**src/rtl/branch_checkpoint_table.sv**
```systemverilog
// branch_checkpoint_table
// Keeps one rename-state snapshot (free lists, translation maps, ROB tail) per
// in-flight branch. Entries are allocated in program order at the tail,
// released out of order on resolve, and retired from the head one per cycle.
// A mispredict discards the resolving entry and every younger one, and the
// stored snapshot of the resolving entry is presented combinationally so the
// hazard controller can restore in the same cycle.

`ifndef NUM_D_REG
`define NUM_D_REG 64
`endif
`ifndef NUM_S_REG
`define NUM_S_REG 16
`endif
`ifndef ROB_LENGTH
`define ROB_LENGTH 32
`endif

module branch_checkpoint_table #(
    parameter int CP_DEPTH = 4,
    parameter int D_REG    = `NUM_D_REG,
    parameter int S_REG    = `NUM_S_REG,
    parameter int ROB_LEN  = `ROB_LENGTH,
    localparam int IDW     = $clog2(CP_DEPTH),
    localparam int CW      = IDW + 1,
    localparam int DW      = $clog2(D_REG),
    localparam int SW      = $clog2(S_REG),
    localparam int RW      = $clog2(ROB_LEN)
) (
    input  logic                  clk,
    input  logic                  rst,
    // checkpoint capture
    input  logic                  alloc_valid,
    input  logic [D_REG-1:0]      alloc_r_free_list,
    input  logic [S_REG-1:0]      alloc_s_free_list,
    input  logic [15:0][DW-1:0]   alloc_d_translation,
    input  logic [SW-1:0]         alloc_s_translation,
    input  logic [RW-1:0]         alloc_rob_tail,
    output logic [IDW-1:0]        alloc_id,
    output logic                  full,
    output logic                  empty,
    // branch resolution
    input  logic                  resolve_valid,
    input  logic [IDW-1:0]        resolve_id,
    input  logic                  resolve_mispredict,
    // registers released by commit
    input  logic                  free_valid,
    input  logic [DW-1:0]         free_reg,
    // recovery snapshot of entry resolve_id
    output logic [D_REG-1:0]      frl_r_cp,
    output logic [S_REG-1:0]      frl_s_cp,
    output logic [15:0][DW-1:0]   tt_d_cp,
    output logic [SW-1:0]         tt_s_cp,
    output logic [RW-1:0]         rob_tail_cp
);

    // Payload storage
    logic [CP_DEPTH-1:0][D_REG-1:0]     r_free_r;
    logic [CP_DEPTH-1:0][S_REG-1:0]     s_free_r;
    logic [CP_DEPTH-1:0][15:0][DW-1:0]  tt_d_r;
    logic [CP_DEPTH-1:0][SW-1:0]        tt_s_r;
    logic [CP_DEPTH-1:0][RW-1:0]        rob_tail_r;

    // Bookkeeping
    logic [CP_DEPTH-1:0]  valid_r;
    logic [IDW-1:0]       head_r;
    logic [IDW-1:0]       tail_r;
    logic [CW-1:0]        count_r;
    logic                 full_r;
    logic                 empty_r;

    // Next-state signals
    logic                 correct_s;
    logic                 mispredict_s;
    logic                 alloc_s;
    logic [IDW-1:0]       resolve_pos_s;
    logic [CP_DEPTH-1:0]  valid_mid_s;
    logic [IDW-1:0]       tail_mid_s;
    logic [CW-1:0]        count_mid_s;
    logic [CP_DEPTH-1:0]  valid_next_s;
    logic [IDW-1:0]       tail_next_s;
    logic [CW-1:0]        count_alloc_s;
    logic [IDW-1:0]       head_next_s;
    logic [CW-1:0]        count_next_s;
    logic [CP_DEPTH-1:0][D_REG-1:0] r_free_next_s;

    // Resolve, allocate and retire decisions for this cycle
    always_comb begin
        correct_s     = resolve_valid && !resolve_mispredict && valid_r[resolve_id];
        mispredict_s  = resolve_valid && resolve_mispredict && valid_r[resolve_id];
        // A mispredict request blocks allocation even if its id is stale
        alloc_s       = alloc_valid && !full_r && !(resolve_valid && resolve_mispredict);
        // Position of the resolving entry counted from the oldest live entry
        resolve_pos_s = resolve_id - head_r;

        valid_mid_s   = valid_r;
        tail_mid_s    = tail_r;
        count_mid_s   = count_r;
        if (correct_s) begin
            valid_mid_s[resolve_id] = 1'b0;
        end else if (mispredict_s) begin
            // Age order is measured from head so a full ring is handled too
            for (int i = 0; i < CP_DEPTH; i++) begin
                if ((IDW'(i) - head_r) >= resolve_pos_s) begin
                    valid_mid_s[i] = 1'b0;
                end else begin
                    valid_mid_s[i] = valid_r[i];
                end
            end
            tail_mid_s  = resolve_id;
            count_mid_s = {1'b0, resolve_pos_s};
        end else begin
            valid_mid_s = valid_r;
        end

        valid_next_s  = valid_mid_s;
        tail_next_s   = tail_mid_s;
        count_alloc_s = count_mid_s;
        if (alloc_s) begin
            valid_next_s[tail_r] = 1'b1;
            tail_next_s          = tail_r + IDW'(1);
            count_alloc_s        = count_mid_s + CW'(1);
        end else begin
            tail_next_s          = tail_mid_s;
        end

        // Retire looks at post-resolve state; an entry allocated this cycle
        // can never be the head of a non-empty ring, so it is never retired
        if ((count_mid_s != CW'(0)) && !valid_mid_s[head_r]) begin
            head_next_s  = head_r + IDW'(1);
            count_next_s = count_alloc_s - CW'(1);
        end else begin
            head_next_s  = head_r;
            count_next_s = count_alloc_s;
        end
    end

    // Data free-list next value: capture on alloc, then forward released registers
    always_comb begin
        r_free_next_s = r_free_r;
        for (int i = 0; i < CP_DEPTH; i++) begin
            if (alloc_s && (tail_r == IDW'(i))) begin
                r_free_next_s[i] = alloc_r_free_list;
            end else begin
                r_free_next_s[i] = r_free_r[i];
            end
            if (free_valid && (valid_mid_s[i] || (alloc_s && (tail_r == IDW'(i))))) begin
                r_free_next_s[i][free_reg] = 1'b1;
            end else begin
                r_free_next_s[i] = r_free_next_s[i];
            end
        end
    end

    // Pointer, occupancy and status-flag registers
    always_ff @(posedge clk or posedge rst) begin
        if (rst) begin
            valid_r <= '0;
            head_r  <= '0;
            tail_r  <= '0;
            count_r <= '0;
            full_r  <= 1'b0;
            empty_r <= 1'b1;
        end else begin
            valid_r <= valid_next_s;
            head_r  <= head_next_s;
            tail_r  <= tail_next_s;
            count_r <= count_next_s;
            full_r  <= (count_next_s == CW'(CP_DEPTH));
            empty_r <= (count_next_s == CW'(0));
        end
    end

    // Snapshot payload registers
    always_ff @(posedge clk or posedge rst) begin
        if (rst) begin
            r_free_r   <= '0;
            s_free_r   <= '0;
            tt_d_r     <= '0;
            tt_s_r     <= '0;
            rob_tail_r <= '0;
        end else begin
            r_free_r <= r_free_next_s;
            if (alloc_s) begin
                s_free_r[tail_r]   <= alloc_s_free_list;
                tt_d_r[tail_r]     <= alloc_d_translation;
                tt_s_r[tail_r]     <= alloc_s_translation;
                rob_tail_r[tail_r] <= alloc_rob_tail;
            end else begin
                s_free_r   <= s_free_r;
                tt_d_r     <= tt_d_r;
                tt_s_r     <= tt_s_r;
                rob_tail_r <= rob_tail_r;
            end
        end
    end

    assign alloc_id    = tail_r;
    assign full        = full_r;
    assign empty       = empty_r;

    // Zero-latency recovery read of the resolving entry
    assign frl_r_cp    = r_free_r[resolve_id];
    assign frl_s_cp    = s_free_r[resolve_id];
    assign tt_d_cp     = tt_d_r[resolve_id];
    assign tt_s_cp     = tt_s_r[resolve_id];
    assign rob_tail_cp = rob_tail_r[resolve_id];

endmodule

```
**config.mk**
```make
export PLATFORM = sky130hd
export DESIGN_NAME = branch_checkpoint_table
export DESIGN_NICKNAME = d
export VERILOG_FILES = /design/src/rtl/branch_checkpoint_table.sv
export SDC_FILE = /design/constraint.sdc
export NUM_CORES = 2
export LEC_CHECK = 0
export ABC_AREA = 1
export CAP_MARGIN = 20
export CORE_MARGIN = 2
export CORE_UTILIZATION = 55
export DETAILED_ROUTE_END_ITERATION = 16
export PLACE_DENSITY = 0.84
export SLEW_MARGIN = 0
export SYNTH_ARGS = -nofsm -noshare
export SYNTH_HDL_FRONTEND = slang
export SYNTH_SLANG_ARGS = --single-unit
```
**constraint.sdc**
```tcl
create_clock -name clk -period 34 [get_ports clk]
set_input_delay 6.8 -clock clk [delete_from_list [all_inputs] [get_ports clk]]
set_output_delay 6.8 -clock clk [all_outputs]
set_load 0.02 [all_outputs]
```
==> flow_summary.toml <==
[status]
outcome = "finished clean"

[worst_setup_path]
path_cells = "buf_8 > buf_4 > buf_4 > buf_4 > nand3_1 > nand3_1 > clkdlybuf4s50_1"
critPathMostFrequentCell = "buf_4"
slowest_delay_ns = 0.89
crit_family = "buffers and inverters"
critPathCaptureType = "output pin"
worst-path-buf-inv = 5
path_class = "in2out"
r2r-start = "full"
critPathLaunch = "resolve_id[1]"
crit_path_max_fanout = 116
worstPathRequired_ns = 27.20
arrival_ns = 11.19
critical_path.slowest_cell = "buf_4"
worstSetupStartpointType = "input port"

[floorplan]
row_count = 90
die-height_um = 251
coreArea_um2 = 60400
pin_count = 388
initial_core_util = 0.557
die_w_um = 251
dieArea_um2 = 63100

[synth]
syn-cell-area_um2 = 33600
yosysWarnings = 0
yosysSeqAreaShare = 0.561
synth_cell_types = 32
syn_inst = 3703
yosysTopAreaCellShare = 0.560
yosysTopAreaCell = "dfrtp_1"
synth-seq-cells = 753
synth_fp_nets = 3914
syn_area_per_cell_um2 = 9.08
yosys-top-cells-area = "dfrtp_1 56%, nand2_1 9.6%, nand3_1 8.5%"

[timing]
finalCritPeriodShare = 0.529
fmax_mhz = 55.6
worstMarginPinSlew_ns = 1.26
final-setup-viol-count = 0
final.setup.tns_ns = 0
hold-worst-slack_ns = 0.484
hold_viol = 0
skew_ns = 0.0212
rsz0062_at_grt = "no"
max-slew-margin-rel = 0.162
slew_violations = 0
min_period_ns = 17.99

[placed_design]
dp_cells = 4603
port_buffers = 387
place_hpwl_um = 55700
routabilityCongestion = 0.841

[detailed_routing]
vias = 30200
drt_iter0_drc = 3624
detail-route-antenna-nets = 0
drc_errors = 0
routed_via_density = 6.36
dr.pass1.iters = 8
wl_per_cell_um = 20.9
routed_wl_um = 99100

[global_routing]
grt_pass1_vias = 28900
gr-usage-all-layers = 0.310
grt.overflow.total = 0
grt_pass1_wl_um = 158000
antenna_found_initial = 7
grt_max_degree = 235

[layout]
final_cell_mix = "857 x nand2_1, 752 x dfrtp_1, 568 x nand3_1, 385 x clkdlybuf4s50_1, 384 x o21ai_0"
nNetsFinal = 4117
final_common_cell = "nand2_1"
area_delta_synth_final_pct = 19.5
multiInputGateArea_um2 = 12700
final_cells = 4749
seq_area_um2 = 18800
drive_above_1_share = 0.0492
fin_util = 0.665
fill_cells = 4616

[clocking]
clk-insertion-delay-late_ns = 0.63
cts.sinks = 753
hold_buffers = 0
clk_path_buf_depth = 3
post_cts.repair.setup_buffers = 0
cts_root_buffer = "clkbuf_16"
cts_resized = 0
clk_pin_slew_worst_paths_ns = 0.06
cts_tree = "done"
htree_levels = 3
cts_made_buffers = 78

[pwr]
ir_worst_vdd_uv = 50.5
clockPowerShare = 0.231
p_comb_frac = 0.329
power_density_nw_per_um2 = 90.2
p_seq_frac = 0.439
p_sw_frac = 0.360
p_leak_nw = 18.5
p_sw_mw = 1.30
intPower_mw = 2.32

[min_path]
hp-class = "reg2reg"
min_from = "rob_tail_r[18]"

[job]
max_cap_viol_count = 0
## cells by family after synthesis
kind of cell | count (synthesis) | share of synthesized area
and+or+nand+nor | 1468 | 0.188
buffers and inverters | 529 | 0.0639
xor gates and xnor gates | 4 | 0.00104
adders and majority gates | 12 | 0.00447
AOI/OAI and AO/OA | 937 | 0.183
DFF | 753 | 0.561
## power by group through the flow
stage	logic, mW	registers, mW	clock network [mW]
after floorplan	0.788	1.53	0
final	1.19	1.59	0.838
after global routing	1.32	1.64	0.882
after detailed placement	1.18	1.58	0
after global placement	1.13	1.57	0
after CTS	1.19	1.58	0.846
## synth_stat cells
library cell / instances
o21ai_2: 1
xnor2_1: 1
o21ai_0: 384
a21oi_1: 2
nor3_4: 1
buf_1: 13
nand4_1: 3
dfrtp_1: 752
nor2_1: 8
buf_6: 1
inv_1: 211
inv_2: 5
dfstp_2: 1
a22oi_1: 185
clkbuf_1: 178
nor2_4: 1
nand2_2: 7
o21ai_4: 1
nand3_1: 568
o221ai_1: 256
clkinv_1: 1
o211ai_1: 1
o21ai_1: 106
nand2_1: 861
buf_4: 2
ha_1: 12
a21boi_2: 1
buf_2: 118
nand2_4: 2
nand3b_1: 1
xor2_1: 3
nor3_1: 16
## worst register-to-register path: stages, from the launching register on
cell and delay [ns]:
dfrtp_1 0.41, nor3_4 0.52, nand2_4 0.63, nand2_1 0.34, nand2_2 0.48, buf_4 0.53, o221ai_1 0.24
## through the flow
stage	total power, mW	setup slack (ns)	area (um^2)
after CTS	3.61	16.12	40100
after detailed placement	2.76	16.17	37600
after floorplan	2.32	6.07	33600
after global placement	2.71	16.25	37600
after global routing	3.84	15.82	40200
final	3.62	16.01	40200
## layout make-up
cell class	instances	area share
Timing Repair Buffer	435	0.108
Multi-Input combinational cell	2421	0.315
Tap cell	782	0.0244
Clock buffer	111	0.0554
Sequential cell	753	0.469
Inverter	217	0.0207
Antenna cell	6	0.000374
Clock inverter	24	0.00642
## state kept, by name, indices dropped and copies added, names as in the netlist, 2 cells and up
signal and flops:
tt_d_r 384, head_r 2, rob_tail_r 20, tt_s_r 16, r_free_r 256, s_free_r 64
count_r 3, valid_r 4, alloc_id 2
## final timing paths
check / to / slack (ns) / cells after the start
max: tt_s_cp[2] / 16.01 / 7
min: rob_tail_r[18] / 0.48 / 2
max reg2reg: r_free_r[113] / 30.75 / 6
min reg2reg: rob_tail_r[18] / 0.48 / 2
max in group asynchronous: r_free_r[139] / 23.44 / 8
min in group asynchronous: tt_d_r[12] / 6.70 / 2
## layer usage
layer | wire length [um] | part of all wire | GRT usage | up-vias
li1 | - | - | - | 13400
met1 | 39400 | 0.40 | 0.422 | 14800
met2 | 46100 | 0.46 | 0.479 | 1740
met3 | 9260 | 0.093 | 0.0670 | 273
met4 | 4380 | 0.044 | 0.140 | 2
met5 | 13 | 0.00013 | 0 | -
(Power assumes the default switching activity.)
